## src/rtl/piso_serializer.sv

```systemverilog
// piso_serializer: valid/ready loaded parallel-in/serial-out shifter with stall and gapless back-to-back words
module piso_serializer #(
  parameter int WIDTH     = 8,
  parameter bit MSB_FIRST = 1
) (
  input  logic             clk,
  input  logic             rst_n,
  input  logic             load_valid,
  output logic             load_ready,
  input  logic [WIDTH-1:0] load_data,
  input  logic             shift_en,
  output logic             ser_out,
  output logic             ser_valid,
  output logic             ser_last,
  output logic             busy
);
  localparam int CW = $clog2(WIDTH);
  localparam logic [CW-1:0] LAST = CW'(WIDTH - 1);
  localparam logic [CW-1:0] PEN  = CW'(WIDTH - 2);
  typedef enum logic {IDLE, SHIFT} state_t;
  state_t           state;
  logic [CW-1:0]    cnt;
  logic [WIDTH-1:0] sr;
  logic             accept;
  function automatic logic head(input logic [WIDTH-1:0] w);
    return MSB_FIRST ? w[WIDTH-1] : w[0];
  endfunction
  function automatic logic [WIDTH-1:0] advance(input logic [WIDTH-1:0] w);
    return MSB_FIRST ? {w[WIDTH-2:0], 1'b0} : {1'b0, w[WIDTH-1:1]};
  endfunction
  assign load_ready = (state == IDLE) | ((state == SHIFT) & ser_last & shift_en);
  assign accept     = load_valid & load_ready;
  assign busy       = ser_valid;
  // word load, bit advance, stall hold and end-of-word return to idle
  always_ff @(posedge clk or negedge rst_n) begin
    if (!rst_n) begin
      state     <= IDLE;
      cnt       <= '0;
      sr        <= '0;
      ser_out   <= 1'b0;
      ser_valid <= 1'b0;
      ser_last  <= 1'b0;
    end else if (accept) begin
      state     <= SHIFT;
      cnt       <= '0;
      sr        <= advance(load_data);
      ser_out   <= head(load_data);
      ser_valid <= 1'b1;
      ser_last  <= 1'b0;
    end else if (state == SHIFT && shift_en) begin
      if (cnt == LAST) begin
        state     <= IDLE;
        cnt       <= '0;
        ser_valid <= 1'b0;
        ser_last  <= 1'b0;
      end else begin
        cnt      <= cnt + 1'b1;
        sr       <= advance(sr);
        ser_out  <= head(sr);
        ser_last <= (cnt == PEN);
      end
    end
  end
endmodule

```

## config.mk

```make
export PLATFORM = sky130hd
export DESIGN_NAME = piso_serializer
export DESIGN_NICKNAME = d
export VERILOG_FILES = /design/src/rtl/piso_serializer.sv
export SDC_FILE = /design/constraint.sdc
export NUM_CORES = 1
export LEC_CHECK = 0
export BUFFER_PORTS_ARGS = -buffer_cell sky130_fd_sc_hd__buf_2
export CELL_PAD_IN_SITES_DETAIL_PLACEMENT = 0
export CELL_PAD_IN_SITES_GLOBAL_PLACEMENT = 1
export CORE_AREA = 2 2 59 61
export DETAILED_ROUTE_END_ITERATION = 10
export DIE_AREA = 0 0 61 63
export PLACE_DENSITY_LB_ADDON = 0.12
export SYNTH_ARGS = -nofsm -noshare
export SYNTH_HDL_FRONTEND = slang
export SYNTH_SLANG_ARGS = --single-unit
```

## constraint.sdc

```tcl
create_clock -name clk -period 1.5 [get_ports clk]
set_input_delay 0.225 -clock clk [delete_from_list [all_inputs] [get_ports clk]]
set_output_delay 0.225 -clock clk [all_outputs]
set_load 0.01 [all_outputs]
```

==> results.yml, run 1 <==
yosys:
  synthCells: 74
  synth-seq-area-share_pct: 41.7
  syn_nets: 89
  yosys-top-cells-area: "dfrtp_1 42%, a2bb2oi_1 7.9%, a32oi_1 7.9%, o21ai_0 5.1%, ha_1 4.8%"
  ys.warnings.count: 0
  post-synth-top-area-cell: "dfrtp_1"
  syn-cell-area_um2: 781
  synth_top_area_share_pct: 41.7
  ys_seq_elements: 13
  synth.avg_cell_area_um2: 10.6
  yosysUniqueCellTypes: 30
place:
  gp_congestion: 0.625
  io_buffers: 16
  pre_cts_ws_ns: -0.0459
  hpwlAfterDp_mm: 1.35
  dp_cells: 137
timing:
  clock.fmax_ghz: 0.647
  clock_skew_ns: 0.00116
  hold_ws_ns: 0.185
  worst_slack_ns: -0.0454
  worst-slew-pin-transition_ns: 0.321
  rsz0062_at_grt: "true"
  slew_headroom_pct: 78.6
  setup_viol: 1
  fin_crit_ns: 1.55
  post-route-period-util_pct: 103
  hold_viol: 0
  finalMaxSlewViolations: 0
clock_network:
  clkTransAtPathRegs_ns: 0.09
  htree_levels: 1
  insertion_delay_ns: 0.28
  cts.path.max_buffers: 2
  cts_tree: "done"
  cts_root_buf: "clkbuf_4"
  cts.sink_count: 13
  cts_made_buffers: 3
layout:
  num-nets-final: 114
  final_core_util_pct: 31.5
  diodes: 0
  mostFrequentLayoutCells: "16 x buf_2, 13 x dfrtp_1, 9 x buf_4"
  final_common_cell: "buf_2"
  layoutNonFillerInstCount: 144
  area_delta_synth_final_pct: 30.3
  drive_gt1_share_pct: 40.8
setup_path:
  cp.arrival_ns: 1.76
  path_class: "flip-flop to flip-flop"
  crit_path_end_kind: "flip-flop"
  crit_path_start_kind: "flip-flop"
  cp.required_ns: 1.71
  worstPathMaxFanout: 2
floorplan:
  start_util_pct: 24.2
  ios: 17
  design.core.area_mm2: 0.00323
  die_h_um: 63
  dieWidth_um: 61
  die_area_mm2: 0.00384
  rows: 21
global_routing:
  grt_pass1_vias: 708
  grt_first_pass_wirelength_mm: 3.39
  overflow: 0
  antenna_found_initial: 0
  grt_max_degree: 16
  grt_use_total_pct: 11.9
detailed_routing:
  drtIter0Drc: 15
  wire_per_inst_um: 13.4
  drcViolationCount: 0
  first_pass_iters: 4
  via_per_inst: 4.59
  drt_wl_total_mm: 1.93
  vias: 661
  ant_nets: 0
pwr:
  power_uw: 1800
  power_density_mw_per_mm2: 1770
  ir_worst_vdd_mv: 0.510
  leakagePower_uw: 0.000445
outcome:
  status: "finished, violations left"
  violations: "negative setup slack"
job:
  drv_cap: 0
min_path:
  hp-class: "input port to flip-flop"
[metrics by stage]
stage	cell area, um^2	setup TNS (ns)
final	1020	-0.0454
after global routing	1020	-0.119
after CTS	1000	-0.0928
after detailed placement	938	-0.0459
after global placement	938	-0.0188
after floorplan	786	-0.00869
[area by class of cell]
type | instances | area (um^2)
multi-input cells | 52 | 435
repair buffers | 26 | 158
clock buffers | 4 | 26.3
fillers | 353 | 2210
well taps | 46 | 57.6
flip-flops and latches | 13 | 325
inverters | 3 | 15.0
[power by group]
part	internal [uW]	switching [uW]
sequential	511	100
clock	103	128
combinational	511	451
total	1130	679
[kinds of logic after synthesis]
family | synth area share [%]
buffers and inverters | 6.25
flip-flops | 41.7
multiplexers | 8.33
AND/OR/NAND/NOR | 8.65
adder cells (fa/ha/maj) | 4.81
AO/OA/AOI/OAI | 30.3
[state kept, by name, indices dropped and copies added (netlist names)]
signal,count
ser_last,1
sr,7
state,1
ser_out,1
cnt,3
[timing repair]
action,CTS,global route
hold endpoints to repair,13,0
gates resized for setup,3,5
hold buffers,1,0
setup buffers,2,0
endpoints found under the setup margin,3,10
pin swaps,0,0
[path summary, 6_finish.rpt]
kind / from / endpoint / slack (ns) / cells past startpoint
max reg2reg: cnt[1]$_DFFE_PN0P_ / cnt[0]$_DFFE_PN0P_ / -0.05 / 5
min in group asynchronous: rst_n / cnt[1]$_DFFE_PN0P_ / 0.38 / 2
min reg2reg: sr[3]$_DFFE_PN0P_ / sr[3]$_DFFE_PN0P_ / 0.55 / 2
min: load_data[0] / sr[1]$_DFFE_PN0P_ / 0.18 / 3
max in group asynchronous: rst_n / sr[4]$_DFFE_PN0P_ / 0.88 / 2
max: cnt[1]$_DFFE_PN0P_ / cnt[0]$_DFFE_PN0P_ / -0.05 / 5
[critical path, stage by stage (launching register included)]
cell and delay (ns):
dfrtp_1 0.39, ha_2 0.20, ha_4 0.15, or3b_4 0.37, mux2_4 0.27, o2bb2ai_2 0.10
[per-layer routing]
| layer | wire length (um) | track usage, % |
|---|---|---|
| met1 | 916 | 17.2 |
| met2 | 953 | 17.3 |
| met3 | 50 | 2.48 |
| met4 | 13 | 4.08 |
| met5 | 0 | 0 |
[cells in the mapped netlist]
cell	number
dfrtp_1	13
o21ai_0	8
a2bb2oi_1	7
a32oi_1	7
nand2_1	4
buf_2	3
ha_1	3
o21ai_1	3
inv_1	2
mux2_4	2
nor2b_1	2
o22ai_1	2
a21bo_1	1
a21o_1	1
a21oi_1	1
and2_1	1
buf_4	1
buf_6	1
clkbuf_1	1
clkinv_1	1
mux2_2	1
mux2i_1	1
mux2i_2	1
nand2_2	1
nand3_1	1
nand4_1	1
nor3b_1	1
o2bb2ai_1	1
o2bb2ai_2	1
or3b_1	1
Power figures use the tool's default switching activity.
==> run 2, diff against run 1 <==
- CORE_AREA: 2 2 59 61 -> 2 2 51 53
- CTS_CLUSTER_SIZE: unset -> 8
- DIE_AREA: 0 0 61 63 -> 0 0 53 55
- SETUP_SLACK_MARGIN: unset -> 0.3
==> run 2 against run 1 <==
The flow still finishes with violations (negative setup slack). Combinational power increased by 38%. Cell count decreased by 5.6%. Largest cell class unchanged. Global-route usage increased by 4.6 points. Clock power increased by 3%. Non-clock buffer count increased by 8. Critical endpoint unchanged. Setup slack got worse by 0.0061 ns. Hold slack improved by 0.012 ns. Count of clock-buffer cells in the layout unchanged.
==> results.yml, run 2 (synthesized netlist as in run 1, its figures left out) <==
timing:
  worst_slack_ns: -0.0515
  clock.fmax_ghz: 0.645
  finalMaxSlewViolations: 0
  worst-slew-pin-transition_ns: 0.621
  tns_ns: -0.0515
  fin_crit_ns: 1.55
  hold_ws_ns: 0.197
  setup_viol: 1
  slew_headroom_pct: 57.8
  clock_skew_ns: 0.00685
  rsz0062_at_grt: "true"
  hold_viol: 0
  post-route-period-util_pct: 103
place:
  gp_congestion: 0.751
  hpwlAfterDp_mm: 1.25
  dp_cells: 118
  io_buffers: 16
clock_network:
  cts_tree: "done"
  cts_made_buffers: 3
  cts.path.max_buffers: 2
  htree_levels: 1
  cts_root_buf: "clkbuf_4"
  clkTransAtPathRegs_ns: 0.10
  insertion_delay_ns: 0.28
  cts.sink_count: 13
min_path:
  hp-class: "input port to flip-flop"
  min_from: "load_data[7]"
setup_path:
  slowest_stage: "dfrtp_1"
  crit_chain: "ha_2 -> ha_4 -> or3b_1 -> mux2_4 -> o2bb2ai_2"
  cp.required_ns: 1.72
  cp.arrival_ns: 1.77
  crit_path_start_kind: "flip-flop"
  crit_path_end_kind: "flip-flop"
  path_class: "flip-flop to flip-flop"
  cpPeakStageDelay_ns: 0.41
  crit_start: "cnt[0]$_DFFE_PN0P_"
  r2r-start: "cnt[0]$_DFFE_PN0P_"
  worstPathMaxFanout: 2
global_routing:
  grt_max_degree: 16
  grt_use_total_pct: 16.5
  antenna_found_initial: 0
  grt_pass1_vias: 698
  grt_first_pass_wirelength_mm: 3.33
  overflow: 0
floorplan:
  die_area_mm2: 0.00292
  design.core.area_mm2: 0.00236
  rows: 18
  ios: 17
  dieWidth_um: 53
  start_util_pct: 33.0
  die_h_um: 55
detailed_routing:
  drt_wl_total_mm: 2.08
  drcViolationCount: 0
  first_pass_iters: 4
  vias: 714
  wire_per_inst_um: 15.3
  ant_nets: 0
  via_per_inst: 5.25
  drtIter0Drc: 12
job:
  drv_cap: 0
layout:
  drive_gt1_share_pct: 50.0
  mostFrequentLayoutCells: "13 x dfrtp_1, 12 x buf_2, 10 x buf_4"
  layoutNonFillerInstCount: 136
  diodes: 0
  num-nets-final: 122
  top_register: "sr"
  final_common_cell: "dfrtp_1"
  reg.largest.list: "sr: 7 flops, cnt: 3 flops"
  area_delta_synth_final_pct: 50.5
  largest_reg_flops: 7
pwr:
  power_density_mw_per_mm2: 1860
  ir_worst_vdd_mv: 0.946
  leakagePower_uw: 0.000520
outcome:
  status: "finished, violations left"
  violations: "negative setup slack"
-- run 2: cell count changes in the layout (fill, tap and decap cells not counted), moves of 2 or more --
cell     delta
buf_2       -4
buf_8       +2
o21ai_0     -4
buf_6       +7
o21ai_2     +4
-- run 2: what timing repair did --
| item | CTS | global route |
|---|---|---|
| resized for setup | 28 | 1 |
| gates cloned | 1 | 0 |
| pin swaps | 9 | 0 |
| endpoints found under the hold margin | 13 | 0 |
| hold buffers | 1 | 0 |
| setup endpoints to repair | 17 | 17 |
| buffers inserted | 6 | 6 |
-- run 2: layout make-up --
cell class / count / area (um^2)
fillers: 232 / 1190
multi-input cells: 52 / 460
flip-flops and latches: 13 / 325
repair buffers: 34 / 302
well taps: 30 / 37.5
clock buffers: 4 / 26.3
inverters: 3 / 23.8
-- run 2: per-stage QoR --
stage / worst slack (ns) / total power, uW / area [um^2] / util (%)
3_5_place_dp: -0.0354 / 1460 / 901 / 38.1
3_3_place_gp: -0.0158 / 1450 / 901 / 38.1
4_1_cts: -0.0518 / 2070 / 1120 / 47.5
5_1_grt: -0.0920 / 2340 / 1170 / 49.7
2_1_floorplan: -0.00868 / 1230 / 791 / -
6_report: -0.0515 / 2190 / 1170 / 49.7
-- run 2: power breakdown --
group	internal [uW]	total, uW	switching (uW)	leakage (uW)
combinational	772	1330	553	0.000345
sequential	512	626	114	0.000160
clock	103	237	134	0.0000150
-- run 2: worst max-delay path, delay by kind of cell (launching register included) --
family	cells	cell delay, ns
compound gates	1	0.10
flops	1	0.41
mux	1	0.27
fa+ha+maj	2	0.34
simple gates	1	0.36
-- run 2: worst paths after layout --
check                                       to  cells past startpoint  slack (ns)
setup / recovery            cnt[0]$_DFFE_PN0P_                      5       -0.05
hold / removal             ser_out$_DFFE_PN0P_                      2        0.20
setup reg to reg            cnt[0]$_DFFE_PN0P_                      5       -0.05
hold reg to reg            ser_out$_DFFE_PN0P_                      2        0.53
max in group asynchronous    sr[2]$_DFFE_PN0P_                      2        0.90
min in group asynchronous   cnt[1]$_DFFE_PN0P_                      2        0.35
-- run 2: routing by layer --
metal | GRT usage, % | up-vias | wire length, um
li1 | - | 348 | -
met4 | 6.41 | 0 | 15
met1 | 20.1 | 353 | 988
met5 | 0 | - | 0
met2 | 29.0 | 11 | 1010
met3 | 3.23 | 2 | 67
